==> config.mk <==
export PLATFORM = sky130hd
export DESIGN_NAME = line_buffer_ctrl
export DESIGN_NICKNAME = d
export VERILOG_FILES = /design/src/rtl/line_buffer_ctrl.sv
export SDC_FILE = /design/constraint.sdc
export NUM_CORES = 1
export LEC_CHECK = 0
export ABC_CLOCK_PERIOD_IN_PS = 2530
export CAP_MARGIN = 10
export CORE_UTILIZATION = 26
export CTS_CLUSTER_SIZE = 10
export DETAILED_ROUTE_END_ITERATION = 8
export GPL_TIMING_DRIVEN = 1
export PLACE_DENSITY_LB_ADDON = 0.3
export RECOVER_POWER = 100
export SYNTH_ARGS = -nofsm -noshare
export SYNTH_HDL_FRONTEND = slang
export SYNTH_SLANG_ARGS = --single-unit
==> constraint.sdc <==
create_clock -name clk -period 2.53 [get_ports clk]
set_input_delay 0.3795 -clock clk [delete_from_list [all_inputs] [get_ports clk]]
set_output_delay 0.3795 -clock clk [all_outputs]
set_load 0.05 [all_outputs]
==> src/rtl/line_buffer_ctrl.sv <==
// Sequencer for the 3x3 convolver line buffer: latches frame geometry, clears the
// line FIFOs, paces pixel shifts under valid/ready and flags complete in-frame windows.
`timescale 1ns/1ps

module line_buffer_ctrl #(
    parameter int unsigned ROW_W   = 10,
    parameter int unsigned COL_W   = 10,
    parameter int unsigned MAX_ROW = 512
) (
    input  logic             clk,
    input  logic             rst,
    input  logic             start,
    input  logic             abort,
    input  logic [ROW_W-1:0] cfg_row_length,
    input  logic [COL_W-1:0] cfg_col_length,
    input  logic             in_valid,
    output logic             in_ready,
    input  logic             out_ready,
    output logic             shifting,
    output logic             line_buffer_reset,
    output logic [ROW_W-1:0] row_length,
    output logic             window_valid,
    output logic [COL_W-1:0] win_row,
    output logic [ROW_W-1:0] win_col,
    output logic             busy,
    output logic             done,
    output logic             cfg_err
);

    typedef enum logic [2:0] {
        IDLE   = 3'd0,
        CLEAR  = 3'd1,
        STREAM = 3'd2,
        FLUSH  = 3'd3,
        DONE   = 3'd4
    } state_t;

    state_t             state_q, state_d;
    logic [COL_W-1:0]   col_len_q, col_len_d;
    logic [ROW_W-1:0]   c_q, c_d;
    logic [COL_W-1:0]   r_q, r_d;
    logic               err_pend_q, err_pend_d;
    logic [ROW_W-1:0]   row_length_d;
    logic               window_valid_d;
    logic [COL_W-1:0]   win_row_d;
    logic [ROW_W-1:0]   win_col_d;
    logic               line_buffer_reset_d;
    logic               busy_d;
    logic               done_d;
    logic               cfg_err_d;
    logic               geom_bad;
    logic               accept;
    logic               row_last;
    logic               col_last;
    logic               abort_act;

    // Smallest useful frame is 3x3; rows longer than the FIFO depth cannot be buffered.
    assign geom_bad = (cfg_row_length < ROW_W'(3))
                   || (cfg_col_length < COL_W'(3))
                   || (32'(cfg_row_length) > MAX_ROW);

    // Abort must stall the stream in the same cycle, so the handshake stays combinational.
    assign abort_act = abort && (state_q != IDLE);
    assign in_ready  = (state_q == STREAM) && out_ready && !abort;
    assign shifting  = in_valid && in_ready;
    assign accept    = shifting;

    assign col_last = (c_q == row_length - ROW_W'(1));
    assign row_last = (r_q == col_len_q - COL_W'(1));

    always_ff @(posedge clk or negedge rst) begin
        if (!rst) begin
            state_q           <= IDLE;
            col_len_q         <= '0;
            c_q               <= '0;
            r_q               <= '0;
            err_pend_q        <= 1'b0;
            row_length        <= '0;
            window_valid      <= 1'b0;
            win_row           <= '0;
            win_col           <= '0;
            line_buffer_reset <= 1'b0;
            busy              <= 1'b0;
            done              <= 1'b0;
            cfg_err           <= 1'b0;
        end else begin
            state_q           <= state_d;
            col_len_q         <= col_len_d;
            c_q               <= c_d;
            r_q               <= r_d;
            err_pend_q        <= err_pend_d;
            row_length        <= row_length_d;
            window_valid      <= window_valid_d;
            win_row           <= win_row_d;
            win_col           <= win_col_d;
            line_buffer_reset <= line_buffer_reset_d;
            busy              <= busy_d;
            done              <= done_d;
            cfg_err           <= cfg_err_d;
        end
    end

    always_comb begin
        state_d             = state_q;
        col_len_d           = col_len_q;
        c_d                 = c_q;
        r_d                 = r_q;
        err_pend_d          = err_pend_q;
        row_length_d        = row_length;
        window_valid_d      = 1'b0;
        win_row_d           = win_row;
        win_col_d           = win_col;
        line_buffer_reset_d = 1'b0;
        done_d              = 1'b0;
        cfg_err_d           = 1'b0;

        if (abort_act) begin
            // Abort wins over every state action and leaves the FIFOs cleared.
            state_d             = IDLE;
            line_buffer_reset_d = 1'b1;
            err_pend_d          = 1'b0;
        end else begin
            case (state_q)
                IDLE: begin
                    if (start && !abort) begin
                        if (geom_bad) begin
                            err_pend_d = 1'b1;
                            state_d    = DONE;
                        end else begin
                            row_length_d        = cfg_row_length;
                            col_len_d           = cfg_col_length;
                            line_buffer_reset_d = 1'b1;
                            state_d             = CLEAR;
                        end
                    end
                end
                CLEAR: begin
                    c_d     = '0;
                    r_d     = '0;
                    state_d = STREAM;
                end
                STREAM: begin
                    if (accept) begin
                        // Window is complete once two full rows and two columns precede it.
                        if ((r_q >= COL_W'(2)) && (c_q >= ROW_W'(2))) begin
                            window_valid_d = 1'b1;
                            win_row_d      = r_q - COL_W'(2);
                            win_col_d      = c_q - ROW_W'(2);
                        end
                        if (col_last) begin
                            c_d = '0;
                            if (row_last) begin
                                state_d = FLUSH;
                            end else begin
                                r_d = r_q + COL_W'(1);
                            end
                        end else begin
                            c_d = c_q + ROW_W'(1);
                        end
                    end
                end
                FLUSH: begin
                    state_d = DONE;
                end
                DONE: begin
                    done_d     = 1'b1;
                    cfg_err_d  = err_pend_q;
                    err_pend_d = 1'b0;
                    state_d    = IDLE;
                end
                default: begin
                    state_d = IDLE;
                end
            endcase
        end

        busy_d = (state_d != IDLE);
    end

endmodule

Yosys cells after proc, flatten, opt, wreduce, memory -nomap -nowiden
Index checks and enable logic that the tools add are counted.
{"block": "classes", "add_sub_neg": 6, "order_cmp": 5, "eq_ne": 11, "mux": 30, "n_bitwise": 2, "n_reduce_logical": 19}
{"op": "$mux W10", "count": 5}
{"op": "$pmux W10 S2", "count": 2}
{"op": "$add A10 B1 Y10 const B", "count": 2}
{"op": "$eq A10 B10 Y1", "count": 2}
{"op": "$ge A10 B2 Y1 const B", "count": 2}
{"op": "$lt A10 B2 Y1 const B", "count": 2}
{"op": "$sub A10 B1 Y10 const B", "count": 2}
{"op": "$sub A10 B2 Y10 const B", "count": 2}
{"op": "$mux W3", "count": 6}
{"op": "$mux W1", "count": 15}
{"op": "$pmux W3 S4", "count": 1}
{"op": "$gt A10 B10 Y1 const B", "count": 1}
{"op": "$reduce_bool A3 Y1", "count": 3}
{"op": "$reduce_and A4 Y1", "count": 2}
{"op": "$eq A3 B2 Y1 const B", "count": 2}
{"op": "$logic_and A1 B1 Y1", "count": 6}
{"op": "$ne A2 B2 Y1 const B", "count": 3}
{"op": "$ne A3 B3 Y1 const B", "count": 2}
{"op": "$reduce_and A3 Y1", "count": 2}
{"op": "$reduce_and A5 Y1", "count": 1}
{"op": "$eq A3 B1 Y1 const B", "count": 1}
{"op": "$eq A3 B3 Y1 const B", "count": 1}
{"op": "$logic_not A3 Y1", "count": 1}
{"op": "$logic_or A1 B1 Y1", "count": 2}
{"op": "other kinds (4)", "count": 5}
{"block": "totals", "regBits": 69, "in_bits": 26, "word_cells": 86}

Longest topological paths before layout
Gate-level depths: netlist (run 1).
{"block": "logic_depth", "depth_word": 8, "mapped_depth": 11, "mapped_depth_nobuf": 9}

Worst setup path after synthesis (run 1)
OpenSTA, ideal clock, no wires.
{"block": "synth_path", "path_type": "register -> register", "start": "register row_length[2]", "end": "register r_q[6]", "setup_time_ns": 0.079, "t_arrival_ns": 2.738, "setup_slack_ns": -0.288, "stages_incl_launch_ff": 10, "path_buffers": 2, "cell_sequence": "dfrtp_1 -> buf_6 -> or4_4 -> or3_1 -> a21oi_1 -> o2111a_2 -> a21oi_2 -> buf_6 -> nor4_1 -> mux2i_1"}
{"block": "synth_via", "elab_chain_len": 4}
{"item": "from (decl)", "line": "21", "rtl": "output logic [ROW_W-1:0] row_length,"}
{"item": "from (signal assigned)", "line": "92", "rtl": "row_length <= row_length_d;"}
{"item": "$sub A10 B1 Y10", "line": "68", "rtl": "assign col_last = (c_q == row_length - ROW_W'(1));"}
{"item": "$eq A10 B10 Y1", "line": "68"}
{"item": "$ne A2 B2 Y1 (no line)"}
{"item": "$reduce_and A5 Y1 (no line)"}
{"item": "to (signal assigned)", "line": "90", "rtl": "r_q <= r_d;"}
{"item": "to (decl)", "line": "41", "rtl": "logic [COL_W-1:0] r_q, r_d;"}
No other way between the ends.
A chain may end at the register's enable or synchronous reset.

Worst setup path after layout (run 1)
{"block": "layout_path", "start": "register row_length[5]", "end": "register r_q[2]"}
The elaborated chain is that of the path after synthesis.

==> out/results.ini, run 1 <==
[yosys]
yosysUniqueCellTypes = 64
ys_ff_latch = 69
async_reset_ff_share_pct = 100
yosys_warnings = 0
synth_nets = 475
synthCells = 439
synth.area.top_cells = dfrtp_1, mux2_2, xnor2_1
synthTopCellsByCount = dfrtp_1, nand2_1, nor2_1
synth_top_area_share_pct = 41.9
avgSynthCellArea_um2 = 9.38
yosysMostFrequentCell = dfrtp_1
synthFlopType = dfrtp_1
synth_edf_count = 0
synth_area_um2 = 4120
yosysSeqAreaShare_pct = 41.9
yosysTopAreaCell = dfrtp_1

[pwr]
powerDensity_nw_per_um2 = 746
vdd_drop_max_v = 0.000346
p_leak_nw = 2.53

[placement]
io_buffers = 62
gp_congestion = 0.821
placed_cell_area_um2 = 5380
dp_hpwl_um = 8020
pre_cts_slack_ps = -231

[global_route]
overflow = 0
grt_first_pass_wirelength_um = 17900
grt_max_degree = 70
grt_pass1_vias = 3507
gr-usage-all-layers_pct = 13.9
antenna_found_initial = 0

[timing]
skew_ps = 4.62
period_share_pct = 98.5
setup_viol = 0
slew-limit-headroom_pct = -14.8
hold_viol_final = 0
tightest_slew_ps = 1720
max_freq_ghz = 0.401
setup_slack_ps = 37.4
slew_violations = 70
rsz0062_at_grt = true
period_minus_slack_ps = 2490
fin_setup_tns_ps = 0

[clock_network]
clkTransAtPathRegs_ps = 60
clockRootBuffer = clkbuf_16
cts_buffers = 9
holdBufCountCts = 0
htree_levels = 3
cts_tree = done
cts_num_sinks = 69
clock_latency_ps = 330
clk_path_buf_depth = 2

[setup_path]
startpoint_type = flip-flop
critPathRequiredTime_ps = 2730
cp.arrival_ps = 2690
cp_max_fo = 8
r2r_cells = 8
crit_path_end_kind = flip-flop
critical_path_class = flip-flop to flip-flop

[worst_hold_path]
hp-class = flip-flop to flip-flop
hold_depth = 2

[job]
cap_viol_max_count = 1

[floorplanning]
row_count = 45
io_pins = 63
die_area_um2 = 16300
die_height_um = 128
start_util_pct = 26.9
fp.dieW_um = 128
coreArea_um2 = 15300

[routing]
vias_per_cell = 4.74
vias = 3570
wire_per_inst_um = 14.5
firstDrtPassIters = 4
routed_wl_um = 10900
drtAntennaViolNets = 0
drtIter0Drc = 204
drc = 0

[outcome]
violations = max-capacitance violations, max-slew violations
outcome = finished with violations

[final_layout]
finalNetCount = 573
drive_gt1_share_pct = 23.2
final_area_um2 = 5780
syn_to_final_growth_pct = 40.5
antennaDiodeCount = 0

## critical path: stages (launching register included)
cell	delay [ps]
dfrtp_2	410
or4_4	540
or3_1	330
a21oi_2	120
o2111a_2	240
a21oi_4	100
buf_4	160
o311ai_4	330
o41ai_4	130
## cell families after synthesis
| group | Yosys count | share of synthesized area [%] |
|---|---|---|
| compound gates | 89 | 14.8 |
| mux | 25 | 6.72 |
| buf+inv | 49 | 4.89 |
| simple gates | 161 | 21.0 |
| xor+xnor | 36 | 7.66 |
| flops | 69 | 41.9 |
| fa+ha+maj | 10 | 3.04 |
## placed cells by master (no fill, tap or decap), types with 7 or more instances in the layout
| cell type | n |
|---|---|
| dlygate4sd3_1 | 36 |
| a21o_1 | 7 |
| nand3_1 | 8 |
| xor2_1 | 12 |
| inv_1 | 17 |
| ha_1 | 8 |
| nor3_1 | 12 |
| a22o_1 | 7 |
| dfrtp_1 | 62 |
| nand2_1 | 48 |
| xnor2_1 | 24 |
| a31oi_1 | 7 |
| clkdlybuf4s50_1 | 23 |
| nor2_1 | 27 |
| buf_4 | 47 |
| o21ai_0 | 27 |
| nor4_1 | 8 |
| mux2_2 | 21 |
| dfrtp_2 | 7 |
| clkbuf_16 | 9 |
## through the flow
step	instances	utilization, %	hold WS, ps	power (mW)
final	753	37.8	468	4.32
after global routing	753	37.8	506	4.56
after CTS	749	37.4	85.1	4.34
after detailed placement	731	35.2	437	3.01
after global placement	731	35.2	434	2.97
after floorplan	439	-	83.9	2.46
## area by class of cell
cell class	count	area [um^2]
tap	211	264
fill	1573	9530
sequential	69	1740
inverter	19	71.3
clock buffer	12	256
multi-input combinational	321	2380
clock inverter	4	47.5
timing repair buffer	117	1030
## state kept, by name, indices dropped and copies added, names as in the netlist
register	count
c_q	10
col_len_q	10
r_q	10
row_length	10
win_col	10
win_row	10
state_q	3
busy	1
cfg_err	1
done	1
err_pend_q	1
line_buffer_reset	1
window_valid	1
## path summary, 6_finish.rpt
path | to | slack (ps) | from
worst max-delay path | r_q[2]$_DFFE_PN0P_ | 40 | row_length[5]$_DFFE_PN0P_
min in group asynchronous | win_row[7]$_DFFE_PN0P_ | 580 | rst
max in group asynchronous | row_length[1]$_DFFE_PN0P_ | 790 | rst
worst min register to register | win_col[9]$_DFFE_PN0P_ | 470 | win_col[9]$_DFFE_PN0P_
worst max register to register | r_q[2]$_DFFE_PN0P_ | 40 | row_length[5]$_DFFE_PN0P_
worst min-delay path | win_col[9]$_DFFE_PN0P_ | 470 | win_col[9]$_DFFE_PN0P_
## timing repair
item | in CTS | in global routing
pin swaps | 3 | 11
endpoints found under the setup margin | 1 | 19
setup buffers | 2 | 4
resized for setup | 4 | 16
## report_power, final
| group | internal, mW | total, mW | switching, mW |
|---|---|---|---|
| registers | 1.26 | 1.45 | 0.185 |
| logic | 0.699 | 1.59 | 0.890 |
| clock network | 0.813 | 1.28 | 0.467 |
| total | 2.77 | 4.32 | 1.54 |
## routing by layer
layer  vias up  part of all wire, %  global-route usage, %
met3        10                  4.6                   2.84
met5         -                    0                      0
met4         0                 0.94                   3.94
li1       1765                    -                      -
met1      1710                   50                   19.8
met2        85                   45                   21.0
Power figures use the tool's default switching activity.
==> run 2, diff against run 1 <==
--- a/constraint.sdc
+++ b/constraint.sdc
@@ -3,2 +3,2 @@
 set_output_delay 0.3795 -clock clk [all_outputs]
-set_load 0.05 [all_outputs]
+set_load 0.005 [all_outputs]
==> run 2 against run 1 <==
  * The flow finishes with violations (negative setup slack)
  * Die area did not move
  * Sequential power is 3% lower
  * Final cell count up 0.80%
  * Global-route usage down 0.76 points
  * Critical path depth decreased by 2
  * Clock power barely moved
  * Register-to-register slack worse by 60 ps
  * Critical path type is now input pin to output port
  * Largest cell class unchanged
  * Highest routed layer unchanged
==> out/results.ini, run 2 (same netlist as run 1, synthesis figures left out) <==
[timing]
slew-limit-headroom_pct = 26.8
period_share_pct = 101
hold_viol_final = 0
skew_ps = 9.94
slew_violations = 0
setup_viol = 3
tightest_slew_ps = 1100
fin_setup_tns_ps = -53.7
period_minus_slack_ps = 2570
setup_slack_ps = -36.7
rsz0062_at_grt = true
max_freq_ghz = 0.390

[floorplanning]
coreArea_um2 = 15300
start_util_pct = 26.9
fp.dieW_um = 128
die_height_um = 128
io_pins = 63
row_count = 45
die_area_um2 = 16300

[placement]
gp_congestion = 0.799
pre_cts_slack_ps = -207
io_buffers = 62
dp_hpwl_um = 7980

[global_route]
grt_first_pass_wirelength_um = 17000
grt_max_degree = 36
overflow = 0
grt_pass1_vias = 3401
gr-usage-all-layers_pct = 13.1
antenna_found_initial = 0

[final_layout]
multi_input_area_um2 = 2300
regArea_um2 = 1730
antennaDiodeCount = 0
layout_commonest_cell = dfrtp_1
n_fill_cell = 1579
finalNetCount = 579
drive_gt1_share_pct = 20.4
syn_to_final_growth_pct = 39.1
layout_common_cells = dfrtp_1, nand2_1, buf_4

[setup_path]
cpPeakStageDelay_ps = 560
startpoint_type = input pin
reg2reg_slack_ps = -20
crit_family = buffers and inverters
path_cells = dlygate4sd3_1 > nand4b_1 > a211oi_1 > nand2_1 > inv_1 > clkdlybuf4s50_1
critPathRequiredTime_ps = 2150
cp_max_fo = 2
critical_path_class = input pin to output port
cp.arrival_ps = 2190
slowest_stage = dlygate4sd3_1
crit_path_end_kind = output port
path_buf_inv = 3

[clock_network]
clockRootBuffer = clkbuf_16
cts_num_sinks = 69
clock_latency_ps = 330
clkTransAtPathRegs_ps = 50
htree_levels = 3
clk_path_buf_depth = 2
cts_buffers = 9
cts_tree = done

[pwr]
p_switching_mw = 1.23
internal_power_mw = 2.79
swShare_pct = 30.7
power_frac_comb_pct = 32.6
powerDensity_nw_per_um2 = 702
vdd_drop_max_v = 0.000345
clkPwrFrac_pct = 32.3
p_leak_nw = 2.52
pwr-share-seq_pct = 35.1

[outcome]
outcome = finished with violations
violations = negative setup slack

[routing]
firstDrtPassIters = 4
drc = 0
drtAntennaViolNets = 0
vias = 3566
drtIter0Drc = 170
wire_per_inst_um = 13.6
routed_wl_um = 10400
vias_per_cell = 4.70

[job]
cap_viol_max_count = 0

[worst_hold_path]
hp-class = input pin to async pin

run 2: cell types whose count changed in the layout (fill, tap and decap cells not counted), moves of 4 or more:
cell and change:
dlygate4sd3_1 -4, clkdlybuf4s50_1 +6, dfrtp_1 +7, clkbuf_1 +8, buf_4 -4, dfrtp_2 -7
run 2: routing by layer:
layer | GRT usage, % | share of wire (%)
met5 | 0 | 0
met2 | 19.8 | 43
met1 | 18.4 | 50
met4 | 3.74 | 1.0
met3 | 3.34 | 6.2
run 2: worst paths after layout:
kind                                          startpoint                         to  depth (start not counted)
worst max-delay path                           out_ready                   shifting                          6
worst min-delay path                                 rst     win_row[8]$_DFFE_PN0P_                          1
worst max register to register  col_len_q[0]$_DFFE_PN0P_         r_q[2]$_DFFE_PN0P_                         11
worst min register to register    win_row[3]$_DFFE_PN0P_     win_row[3]$_DFFE_PN0P_                          2
max in group asynchronous                            rst  row_length[1]$_DFFE_PN0P_                          2
min in group clk                  win_row[3]$_DFFE_PN0P_     win_row[3]$_DFFE_PN0P_                          2
run 2: what timing repair did:
item                       CTS  global route
pin swaps                    5             7
setup endpoints to repair   15            20
buffers inserted             1             0
hold buffers                 0             0
resized for setup           12            14
run 2: through the flow:
step                hold slack, ps  total power [mW]  instances  cell area (um^2)  utilization (%)
floorplan                     83.9              2.15        439              4120                -
global placement               360              2.71        742              5350             34.9
detailed placement             371              2.74        742              5350             34.9
CTS                           21.6              4.09        759              5730             37.4
global route                   327              4.27        759              5730             37.4
finish                         240              4.02        759              5730             37.4
run 2: final cells by class:
class	count	area share, %
inverters	19	1.25
clock buffers	13	4.72
clock inverters	3	0.743
flip-flops and latches	69	30.1
well taps	211	4.61
repair buffers	123	18.3
multi-input cells	321	40.2
run 2: power groups by stage:
stage | Combinational, mW | Sequential, mW | Clock, mW
after floorplan | 0.735 | 1.42 | 0
after global routing | 1.46 | 1.43 | 1.38
final | 1.31 | 1.41 | 1.30
after global placement | 1.28 | 1.43 | 0
after detailed placement | 1.31 | 1.43 | 0
after CTS | 1.34 | 1.41 | 1.33
